File: src/rtl/scc_mem_arbiter.sv
// scc_mem_arbiter
//   Memory front-end for the SCC core. Arbitrates the instruction-fetch and
//   data-access requesters onto one unified single-port synchronous memory,
//   with configurable wait states, valid/grant handshakes, halt-aware fetch
//   gating and sticky misalignment error bits.
//
//   Build option: define SCC_ARB_RR_EN for round-robin arbitration on
//   contention (last-served register resets to "fetch"); otherwise data has
//   fixed priority over fetch.
//
// Ports
//   clk, rst               rising-edge clock, asynchronous active-low reset
//   clk_en                 global advance enable (low freezes all state)
//   halt                   core halted, blocks new fetch grants
//   i_req/i_addr           fetch request and byte address
//   i_gnt/i_valid/i_rdata  fetch grant, response strobe, fetched word
//   d_req/d_we/d_addr/d_wdata  data request, write flag, address, write data
//   d_gnt/d_valid/d_rdata  data grant, response strobe, read data (0 on write)
//   mem_addr/mem_re/mem_we/mem_wdata/mem_rdata  unified memory interface
//   busy                   FSM is not idle
//   err_bits               sticky misalignment: [0] fetch, [1] data
module scc_mem_arbiter #(
  parameter int unsigned DATA_W      = 32,
  parameter int unsigned ADDR_W      = 32,
  parameter int unsigned WAIT_STATES = 0
) (
  input  logic              clk,
  input  logic              rst,
  input  logic              clk_en,
  input  logic              halt,
  input  logic              i_req,
  input  logic [ADDR_W-1:0] i_addr,
  output logic              i_gnt,
  output logic              i_valid,
  output logic [DATA_W-1:0] i_rdata,
  input  logic              d_req,
  input  logic              d_we,
  input  logic [ADDR_W-1:0] d_addr,
  input  logic [DATA_W-1:0] d_wdata,
  output logic              d_gnt,
  output logic              d_valid,
  output logic [DATA_W-1:0] d_rdata,
  output logic [ADDR_W-1:0] mem_addr,
  output logic              mem_re,
  output logic              mem_we,
  output logic [DATA_W-1:0] mem_wdata,
  input  logic [DATA_W-1:0] mem_rdata,
  output logic              busy,
  output logic [1:0]        err_bits
);

  localparam int unsigned       LSB_W      = $clog2(DATA_W / 8);
  localparam logic [ADDR_W-1:0] ALIGN_MASK = ADDR_W'((64'd1 << LSB_W) - 64'd1);

  typedef enum logic [1:0] {
    ST_IDLE,
    ST_ACCESS,
    ST_WAIT,
    ST_RESP
  } state_t;

  state_t            state;
  state_t            state_next;
  logic [3:0]        cnt;
  logic [ADDR_W-1:0] addr_q;
  logic [DATA_W-1:0] wdata_q;
  logic [DATA_W-1:0] rdata_q;
  logic              we_q;
  logic              src_d_q;
  logic              mis_q;
  logic [1:0]        err_q;

  logic              i_ok;
  logic              pick_d;
  logic              gnt_i;
  logic              gnt_d;
  logic              mem_done;
  logic              strobe;
  logic [ADDR_W-1:0] sel_addr;

  assign i_ok = i_req & ~halt;

`ifdef SCC_ARB_RR_EN
  // 1 = data channel was served last; on contention the other one wins.
  logic last_d_q;

  assign pick_d = ~last_d_q;

  always_ff @(posedge clk or negedge rst) begin
    if (!rst) begin
      last_d_q <= 1'b0;
    end else if (gnt_i | gnt_d) begin
      last_d_q <= gnt_d;
    end
  end
`else
  assign pick_d = 1'b1;
`endif

  always_ff @(posedge clk or negedge rst) begin
    if (!rst) begin
      state <= ST_IDLE;
    end else if (clk_en) begin
      state <= state_next;
    end
  end

  // Grants are combinational and only possible in IDLE; mem_done marks the
  // last ACCESS/WAIT cycle, on whose closing edge mem_rdata is captured.
  always_comb begin
    state_next = state;
    gnt_i      = 1'b0;
    gnt_d      = 1'b0;
    mem_done   = 1'b0;
    case (state)
      ST_IDLE: begin
        if (clk_en && rst) begin
          if (d_req && (!i_ok || pick_d)) begin
            gnt_d      = 1'b1;
            state_next = ST_ACCESS;
          end else if (i_ok) begin
            gnt_i      = 1'b1;
            state_next = ST_ACCESS;
          end
        end
      end
      ST_ACCESS: begin
        if (WAIT_STATES == 0) begin
          mem_done   = 1'b1;
          state_next = ST_RESP;
        end else begin
          state_next = ST_WAIT;
        end
      end
      ST_WAIT: begin
        if (cnt <= 4'd1) begin
          mem_done   = 1'b1;
          state_next = ST_RESP;
        end
      end
      ST_RESP: state_next = ST_IDLE;
      default: state_next = ST_IDLE;
    endcase
  end

  assign sel_addr = gnt_d ? d_addr : i_addr;

  always_ff @(posedge clk or negedge rst) begin
    if (!rst) begin
      cnt     <= '0;
      addr_q  <= '0;
      wdata_q <= '0;
      rdata_q <= '0;
      we_q    <= 1'b0;
      src_d_q <= 1'b0;
      mis_q   <= 1'b0;
      err_q   <= '0;
    end else if (clk_en) begin
      if (gnt_i | gnt_d) begin
        addr_q  <= sel_addr;
        we_q    <= gnt_d & d_we;
        wdata_q <= gnt_d ? d_wdata : '0;
        src_d_q <= gnt_d;
        mis_q   <= |(sel_addr & ALIGN_MASK);
      end
      if (state == ST_ACCESS) begin
        cnt <= 4'(WAIT_STATES);
      end else if (state == ST_WAIT) begin
        cnt <= cnt - 4'd1;
      end
      if (mem_done) begin
        rdata_q <= (we_q | mis_q) ? '0 : mem_rdata;
        err_q   <= err_q | {mis_q & src_d_q, mis_q & ~src_d_q};
      end
    end
  end

  // Misaligned accesses still walk the FSM but never touch memory.
  assign strobe    = (state == ST_ACCESS) && !mis_q;
  assign mem_re    = strobe & ~we_q;
  assign mem_we    = strobe & we_q;
  assign mem_addr  = strobe ? addr_q : '0;
  assign mem_wdata = mem_we ? wdata_q : '0;

  assign i_gnt    = gnt_i;
  assign d_gnt    = gnt_d;
  assign i_valid  = (state == ST_RESP) && !src_d_q;
  assign d_valid  = (state == ST_RESP) && src_d_q;
  assign i_rdata  = i_valid ? rdata_q : '0;
  assign d_rdata  = d_valid ? rdata_q : '0;
  assign busy     = (state != ST_IDLE);
  assign err_bits = err_q;

endmodule

File: config.mk
export PLATFORM = sky130hd
export DESIGN_NAME = scc_mem_arbiter
export DESIGN_NICKNAME = d
export VERILOG_FILES = /design/src/rtl/scc_mem_arbiter.sv
export SDC_FILE = /design/constraint.sdc
export NUM_CORES = 1
export LEC_CHECK = 0
export BUFFER_PORTS_ARGS = -buffer_cell sky130_fd_sc_hd__buf_4
export CAP_MARGIN = 20
export CORE_MARGIN = 8
export CORE_UTILIZATION = 30
export DETAILED_ROUTE_END_ITERATION = 8
export HOLD_SLACK_MARGIN = 0.03
export PLACE_DENSITY = 0.68
export SLEW_MARGIN = 40
export SYNTH_ARGS = -nofsm -noshare
export SYNTH_HDL_FRONTEND = slang
export SYNTH_SLANG_ARGS = --single-unit
File: constraint.sdc
create_clock -name clk -period 4.4 [get_ports clk]
set_input_delay 0.88 -clock clk [delete_from_list [all_inputs] [get_ports clk]]
set_output_delay 0.88 -clock clk [all_outputs]
set_load 0.01 [all_outputs]
==> flow_summary.yaml, run 1 <==
cts:
  root_buffer: "clkbuf_16"
  insertion_delay_ps: 350
  clk_path_buf_depth: 2
  numCtsBuffers: 9
  cts_resized: 0
  htreeDepth: 3
  path_clk_slew_ps: 70
  post_cts_buffers: 0
  cts_tree: "built"
  cts_hold_buf: 0
  cts_sinks: 107
timing:
  fin_hold_ws_ps: 473
  fin_crit_sh_pct: 74.9
  period_needed_ps: 3300
  fin_ws_ps: 1100
  final.setup_skew_ps: 8.17
  max_slew_margin_pct: 50.1
  fmax_mhz: 303
  rsz0062_at_grt: "false"
  maxSlewViolCount: 0
  hold_viol_final: 0
  tns_ps: 0
  setup_violations: 0
  tightest_slew_ps: 746
floorplanning:
  ios: 272
  die-area_um2: 22800
  dieWidth_um: 151
  fp.dieH_um: 151
  start_util_pct: 30.5
  core_area_um2: 18000
  fp-row-count: 49
drt:
  drt-vias-per-instance: 4.59
  vias: 4781
  wl_per_cell_um: 16.4
  drc: 0
  drt_iter0_markers: 139
  first_pass_iters: 4
  drtAntennaViolNets: 0
  finalWirelength_um: 17000
flow_run:
  max_cap_violations: 0
setup_path:
  slowest_delay_ps: 480
  cp.required_ps: 3520
  critPathTopFamily: "simple AND/OR/NAND/NOR gates"
  end_kind: "output pin"
  cpMostUsedCell: "buf_4"
  worstPathCellList: "inv_1, ha_1, nor2b_4, buf_4, and3_1, buf_4"
  critPathLaunchType: "flip-flop"
  critPathArrivalTime_ps: 2420
  crit_fanout: 45
  cp_slowest_cell: "nor2b_4"
  cp.buffers_inverters: 3
  critical_path_class: "reg -> out"
placement:
  pre_cts_slack_ps: 1270
  dp.cells: 1027
  portBuffers: 271
  dpl_cell_area_um2: 7580
  gp_congestion: 0.749
  detailed_place_hpwl_um: 12900
power_and_ir_drop:
  ir_drop_v: 0.000244
  p_leak_nw: 4.47
  p_per_area_nw_per_um2: 566
  p_total_mw: 4.48
grt:
  grt_pass1_vias: 4924
  grt-ovfl-total: 0
  antenna_found_initial: 0
  grt_max_degree: 73
  grt_usage_pct: 14.6
  grt_pass1_wl_um: 26200
cells_and_area:
  finalInstanceArea_um2: 7920
  num_antenna_cells: 0
  drive_gt1_share_pct: 37.6
  area_delta_synth_final_pct: 44.7
  fin_cells: 1042
  layout.nets: 950
  fillers: 1817
  post-route-util_pct: 44.1
yosys:
  synthCells: 565
  avgSynthCellArea_um2: 9.69
  ys_ff_latch: 107
  yosys-top-cells-area: "dfrtp_1, and2_1, and3_1, nand2_1, mux2i_1"
  yosys.area.top_type: "dfrtp_1"
  ys_warn_count: 0
  yosysUniqueCellTypes: 32
  seq_area_frac_synth_pct: 48.9
  synth_top_area_share_pct: 48.9
  syn-num-nets: 706
  mappedNetlistArea_um2: 5470
min_path:
  hold_class: "reg -> reg"
status:
  status: "complete, no violations"
-- state kept, by name (all words and copies together) (netlist names) --
name      count
state         2
mis_q         1
we_q          1
wdata_q      32
cnt           4
addr_q       32
rdata_q      32
err_bits      2
src_d_q       1
-- per-layer routing --
metal	track usage [%]	up-vias	wire, um
met5	0	-	0
met4	3.46	0	163
met3	5.53	12	1770
met2	24.6	192	7990
met1	17.4	2172	7120
li1	-	2405	-
-- power by group --
group | switching (mW) | total [mW] | internal [mW]
combinational | 0.979 | 1.85 | 0.871
clock | 0.358 | 0.911 | 0.553
sequential | 0.300 | 1.72 | 1.42
total | 1.64 | 4.48 | 2.85
-- path summary, 6_finish.rpt --
path,startpoint,endpoint,slack (ps),cells after the start
setup / recovery,state[1],mem_wdata[19],1100,6
hold / removal,err_bits[0],err_bits[0],470,1
setup reg to reg,state[0],addr_q[0],2060,6
hold reg to reg,err_bits[0],err_bits[0],470,1
max in group asynchronous,rst,mis_q,2750,3
min in group asynchronous,rst,state[0],640,2
-- cells in the final DEF (no fill, tap or decap) --
| cell type | n |
|---|---|
| bufinv_16 | 3 |
| clkinvlp_4 | 1 |
| inv_1 | 6 |
| dfrtp_2 | 1 |
| and2_1 | 67 |
| mux2i_1 | 33 |
| nor2b_1 | 2 |
| nor2_2 | 2 |
| a31oi_4 | 1 |
| o21ai_2 | 1 |
| o21ai_0 | 6 |
| nand2_1 | 106 |
| nor3_1 | 3 |
| a221oi_2 | 1 |
| mux2_2 | 1 |
| inv_4 | 1 |
| ha_1 | 5 |
| clkinv_2 | 1 |
| buf_4 | 278 |
| nor2b_4 | 1 |
| or2_1 | 1 |
| o21ai_1 | 61 |
| o31ai_1 | 1 |
| o31ai_2 | 1 |
| a22o_1 | 33 |
| dfrtp_1 | 106 |
| nand2_8 | 1 |
| o21ai_4 | 1 |
| buf_6 | 1 |
| mux2_1 | 1 |
| clkbuf_1 | 1 |
| nand2b_1 | 1 |
| ha_2 | 1 |
| nand3b_1 | 1 |
| nor2_1 | 4 |
| o21bai_1 | 2 |
| clkbuf_16 | 9 |
| and3_1 | 67 |
-- final cells by class --
| class | count | area, um2 | share of cell area [%] |
|---|---|---|---|
| sequential | 107 | 2680 | 33.8 |
| clock buffer | 10 | 229 | 2.89 |
| clock inverter | 5 | 103 | 1.30 |
| tap | 229 | 287 | 3.62 |
| inverter | 7 | 28.8 | 0.363 |
| timing repair buffer | 279 | 2100 | 26.5 |
| multi-input combinational | 405 | 2500 | 31.5 |
-- logic make-up (layout without fill, tap and decap cells) --
logic type	after synthesis	after routing	synth area share, %
simple gates	256	256	24.4
flops	107	107	48.9
buf+inv	53	301	5.83
fa+ha+maj	6	6	1.37
mux	35	35	6.45
compound gates	108	108	13.0
-- cells in the mapped netlist --
cell type  number
o31ai_1         1
nor2_1          5
inv_4           1
buf_4           3
and3_1         67
ha_1            6
o31ai_2         1
nand3b_1        1
mux2_2          1
nor3_1          3
mux2_1          1
nand2_1       106
nand2b_1        1
a31oi_4         1
nor2_2          1
nor2b_1         3
clkbuf_1       23
buf_6          13
o21ai_1        61
a22o_1         33
o21ai_2         2
o21ai_0         6
nand2_8         1
mux2i_1        33
inv_1           6
clkbuf_2        2
o21bai_1        2
a221oi_2        1
buf_2           5
or2_1           1
and2_1         67
dfrtp_1       107
Note: power is estimated with default switching activity, not from simulation.
==> run 2, diff against run 1 <==
ABC_AREA = 1   (was default)
PLACE_DENSITY = 0.7   (was 0.68)
clock period = 2.87 ns   (was 4.4 ns; I/O delays follow)
==> run 2 against run 1 <==
Net effect: die area grew 6.8%; total power increased by 46%; utilization shrank 0.62 points; setup slack worse by 770 ps; hold slack got worse by 140 ps; sequential power rose by 43%; first-iteration DRC count rose by 53%; critical path type unchanged; highest routed layer unchanged.
==> flow_summary.yaml, run 2 <==
placement:
  portBuffers: 271
  detailed_place_hpwl_um: 14300
  gp_congestion: 0.837
  pre_cts_slack_ps: 685
cells_and_area:
  multiInputGateArea_um2: 2390
  num_antenna_cells: 0
  drive_gt1_share_pct: 27.6
  layout_common_cells: "nand2_1, buf_4, nor2_1, inv_1, dfrtp_1"
  final_common_cell: "nand2_1"
  fillers: 2066
  area_delta_synth_final_pct: 43.1
  layout.nets: 1272
  largest_registers: "addr_q (32), rdata_q (32), wdata_q (32)"
  seq_area_um2: 2680
timing:
  period_needed_ps: 2540
  tns_ps: 0
  fmax_mhz: 394
  final.setup_skew_ps: 7.27
  tightest_slew_ps: 692
  fin_crit_sh_pct: 88.5
  rsz0062_at_grt: "false"
  maxSlewViolCount: 0
  max_slew_margin_pct: 53.7
  fin_ws_ps: 331
  hold_viol_final: 0
  setup_violations: 0
floorplanning:
  fp-row-count: 51
  die-area_um2: 24400
  ios: 272
  core_area_um2: 19400
  start_util_pct: 30.4
  fp.dieH_um: 156
  dieWidth_um: 156
power_and_ir_drop:
  ir_drop_v: 0.000310
  p_per_area_nw_per_um2: 777
  p_leak_nw: 4.79
  p_total_mw: 6.55
yosys:
  yosys-top-cells-area: "dfrtp_1, nand2_1, nor2_1, inv_1, nand3_1"
  seq_area_frac_synth_pct: 45.5
  ys_warn_count: 0
  yosysMostFrequentCell: "nand2_1"
  synthCells: 880
  yosysUniqueCellTypes: 25
  synth_top_area_share_pct: 45.5
  ys.flop_type: "dfrtp_1"
  ys_ff_latch: 107
  async_reset_ff_share_pct: 100
  synth_commonest_cells: "nand2_1, nor2_1, inv_1"
  syn-num-nets: 1021
  yosys.area.top_type: "dfrtp_1"
  synth_enable_flop_cells: 0
  avgSynthCellArea_um2: 6.69
  mappedNetlistArea_um2: 5890
cts:
  cts_tree: "built"
  root_buffer: "clkbuf_16"
  cts_hold_buf: 0
  cts_sinks: 107
  insertion_delay_ps: 350
  numCtsBuffers: 9
  cts_resized: 0
  path_clk_slew_ps: 80
  clk_path_buf_depth: 2
  htreeDepth: 3
  post_cts_buffers: 0
setup_path:
  cp.required_ps: 2300
  end_kind: "output pin"
  critPathArrivalTime_ps: 1960
  crit_fanout: 32
  critPathLaunchType: "flip-flop"
  critical_path_class: "reg -> out"
grt:
  grt_usage_pct: 15.5
  grt-ovfl-total: 0
  grt_pass1_wl_um: 30300
  antenna_found_initial: 0
  grt_max_degree: 70
  grt_pass1_vias: 6080
min_path:
  hold_class: "in -> async"
drt:
  vias: 5977
  first_pass_iters: 4
  finalWirelength_um: 18900
  drt_iter0_markers: 213
  drt-vias-per-instance: 4.27
  drc: 0
  drtAntennaViolNets: 0
  wl_per_cell_um: 13.5
status:
  status: "complete, no violations"
flow_run:
  max_cap_violations: 0
[run 2: changes by cell type in the layout (fill, tap and decap cells not counted), moves of 43 or more]
cell,delta
o21ai_1,-51
nand3_1,+43
and2_1,-67
and3_1,-67
nor2_1,+168
nand2_1,+193
inv_1,+144
[run 2: worst max-delay path, stage by stage, from the launching register on]
cell and delay [ps]:
dfrtp_1 380, inv_1 80, ha_1 180, inv_1 120
nor2_1 50, inv_1 70, nor2_1 60, inv_2 380
nor2_1 100, buf_4 170
[run 2: report_power, final]
group | total (mW) | internal [mW] | switching (mW)
combinational | 2.84 | 1.09 | 1.75
clock | 1.25 | 0.619 | 0.635
sequential | 2.46 | 2.16 | 0.305
[run 2: area by class of cell]
class                   count  share of cell area (%)
multi-input cells         575                    28.4
clock buffers               9                    2.67
well taps                 265                    3.93
flip-flops and latches    107                    31.8
clock inverters             7                   0.905
inverters                 154                    6.86
repair buffers            284                    25.5
[run 2: cell families after synthesis]
family	share of synthesized area, %
buffers and inverters	14.0
AO/OA/AOI/OAI	3.72
adder cells (fa/ha/maj)	1.27
flip-flops	45.5
AND/OR/NAND/NOR	35.6
[run 2: metal layers]
layer / GRT usage, % / vias to the layer above / wire (um)
met5: 0 / - / 0
met2: 25.1 / 216 / 8510
met4: 5.49 / 0 / 360
met1: 18.7 / 2678 / 8200
met3: 5.46 / 19 / 1830
li1: - / 3064 / -
[run 2: per-stage QoR]
stage	utilization [%]	area (um2)	instances	hold WS [ps]
finish	43.5	8430	1401	337
detailed placement	41.9	8130	1385	465
global route	43.5	8430	1401	372
CTS	43.5	8430	1401	351
global placement	41.9	8130	1385	455
floorplan	-	5890	880	278
[run 2: worst paths after layout]
check	endpoint	slack, ps	start	cells after the start
worst max-delay path	mem_wdata[18]	330	state[1]	9
worst min-delay path	state[1]	340	rst	2
worst max register to register	addr_q[3]	720	state[1]	10
worst min register to register	err_bits[0]	470	err_bits[0]	2
max in group asynchronous	rdata_q[15]	2050	rst	2
min in group clk	wdata_q[13]	420	d_wdata[13]	3
==> run 3, diff against run 2 <==
==> constraint.sdc (replaced) <==
create_clock -name clk -period 2.87 [get_ports clk]
set_input_delay 0.4305 -clock clk [delete_from_list [all_inputs] [get_ports clk]]
set_output_delay 0.4305 -clock clk [all_outputs]
set_load 0.01 [all_outputs]
==> run 3 against run 2 <==
Net effect: hold slack got worse by 130 ps; clock skew rose by 1.4 ps; clock power barely moved.
==> flow_summary.yaml, run 3 (synthesized netlist as in run 2, its figures left out) <==
grt:
  grt_pass1_vias: 6084
  grt_pass1_wl_um: 30300
  antenna_found_initial: 0
  grt_max_degree: 69
  grt-ovfl-total: 0
  grt_usage_pct: 15.5
setup_path:
  worstPathCellList: "inv_1, ha_1, inv_1, nor2_1, inv_1, nor2_1, inv_2, nor2_1, buf_4"
  r2r-end: "rdata_q[11]"
  cp.required_ps: 2440
  worstRegToRegCells: 8
  slowest_delay_ps: 420
  critical_path_class: "reg -> out"
  timing.rr.start: "state[0]"
  crit_fanout: 32
  critPathLaunchType: "flip-flop"
  critPathTopFamily: "buffers and inverters"
  cp.buffers_inverters: 5
  cp_slowest_cell: "inv_2"
  r2r_setup_slack_ps: 500
  critPathArrivalTime_ps: 2020
  end_kind: "output pin"
cts:
  root_buffer: "clkbuf_16"
  clk_path_buf_depth: 2
  numCtsBuffers: 9
  cts_hold_buf: 0
  htreeDepth: 3
  insertion_delay_ps: 350
  post_cts_buffers: 0
  cts_sinks: 107
  cts_tree: "built"
  path_clk_slew_ps: 80
  cts_resized: 0
min_path:
  hold_class: "in -> async"
power_and_ir_drop:
  seqPwrFrac_pct: 38.0
  p_per_area_nw_per_um2: 774
  combPwrFrac_pct: 43.2
  ir_drop_v: 0.000330
  clkPwrFrac_pct: 18.9
  switching_share_pct: 41.0
  p_total_mw: 6.51
  intPower_mw: 3.84
  p_leak_nw: 4.77
  p_switching_mw: 2.67
drt:
  drtAntennaViolNets: 0
  drt-vias-per-instance: 4.26
  first_pass_iters: 4
  drc: 0
  wl_per_cell_um: 13.5
  drt_iter0_markers: 249
  finalWirelength_um: 18900
  vias: 5956
timing:
  fin_ws_ps: 417
  fmax_mhz: 408
  period_needed_ps: 2450
  maxSlewViolCount: 0
  rsz0062_at_grt: "false"
  fin_crit_sh_pct: 85.5
  hold_viol_final: 0
  final.setup_skew_ps: 8.66
  setup_violations: 0
  fin_hold_ws_ps: 205
  tns_ps: 0
  tightest_slew_ps: 650
  max_slew_margin_pct: 56.5
floorplanning:
  dieWidth_um: 156
  fp.dieH_um: 156
  start_util_pct: 30.4
  ios: 272
  die-area_um2: 24400
  core_area_um2: 19400
  fp-row-count: 51
cells_and_area:
  drive_gt1_share_pct: 27.5
  final_common_cell: "nand2_1"
  finalInstanceArea_um2: 8410
  layout.nets: 1269
  num_antenna_cells: 0
  layout_common_cells: "nand2_1, buf_4, nor2_1, inv_1, dfrtp_1"
  largest_registers: "addr_q (32), rdata_q (32), wdata_q (32)"
  area_delta_synth_final_pct: 42.8
status:
  status: "complete, no violations"
placement:
  pre_cts_slack_ps: 505
  dpl_cell_area_um2: 8120
  gp_congestion: 0.853
  portBuffers: 271
  detailed_place_hpwl_um: 14400
flow_run:
  max_cap_violations: 0
## run 3: worst max-delay path by stage
stage	slack (ps)	to	cells past startpoint	start
6_report	420	mem_wdata[19]	9	state[1]
5_1_grt	270	rdata_q[11]	8	state[0]
4_1_cts	380	d_gnt	5	state[0]
3_5_place_dp	510	err_bits[0]	8	state[0]
3_3_place_gp	590	rdata_q[10]	8	state[0]
2_1_floorplan	920	mem_wdata[10]	9	state[1]
## run 3: area by class of cell
class | instances | area [um2]
Fill cell | 2107 | 11000
Sequential cell | 107 | 2680
Multi-Input combinational cell | 575 | 2390
Timing Repair Buffer | 281 | 2140
Inverter | 154 | 578
Tap cell | 265 | 332
Clock buffer | 9 | 225
Clock inverter | 7 | 68.8
## run 3: per-stage QoR
step                instances  utilization (%)
finish                   1398             43.4
global route             1398             43.4
CTS                      1398             43.4
detailed placement       1382             41.9
global placement         1382             41.8
floorplan                 880                -
## run 3: power by group through the flow
stage / sequential (mW) / combinational [mW] / clock (mW)
after global placement: 2.47 / 2.80 / 0
after floorplan: 2.40 / 1.83 / 0
final: 2.47 / 2.81 / 1.23
after global routing: 2.54 / 3.22 / 1.34
after CTS: 2.47 / 2.86 / 1.29
after detailed placement: 2.50 / 2.85 / 0
## run 3: layer usage
metal / GRT usage, % / wire, um / share of wire, %
met5: 0 / 0 / 0
met4: 5.26 / 312 / 1.6
met3: 5.68 / 1990 / 10
met2: 25.2 / 8520 / 45
met1: 18.5 / 8100 / 43
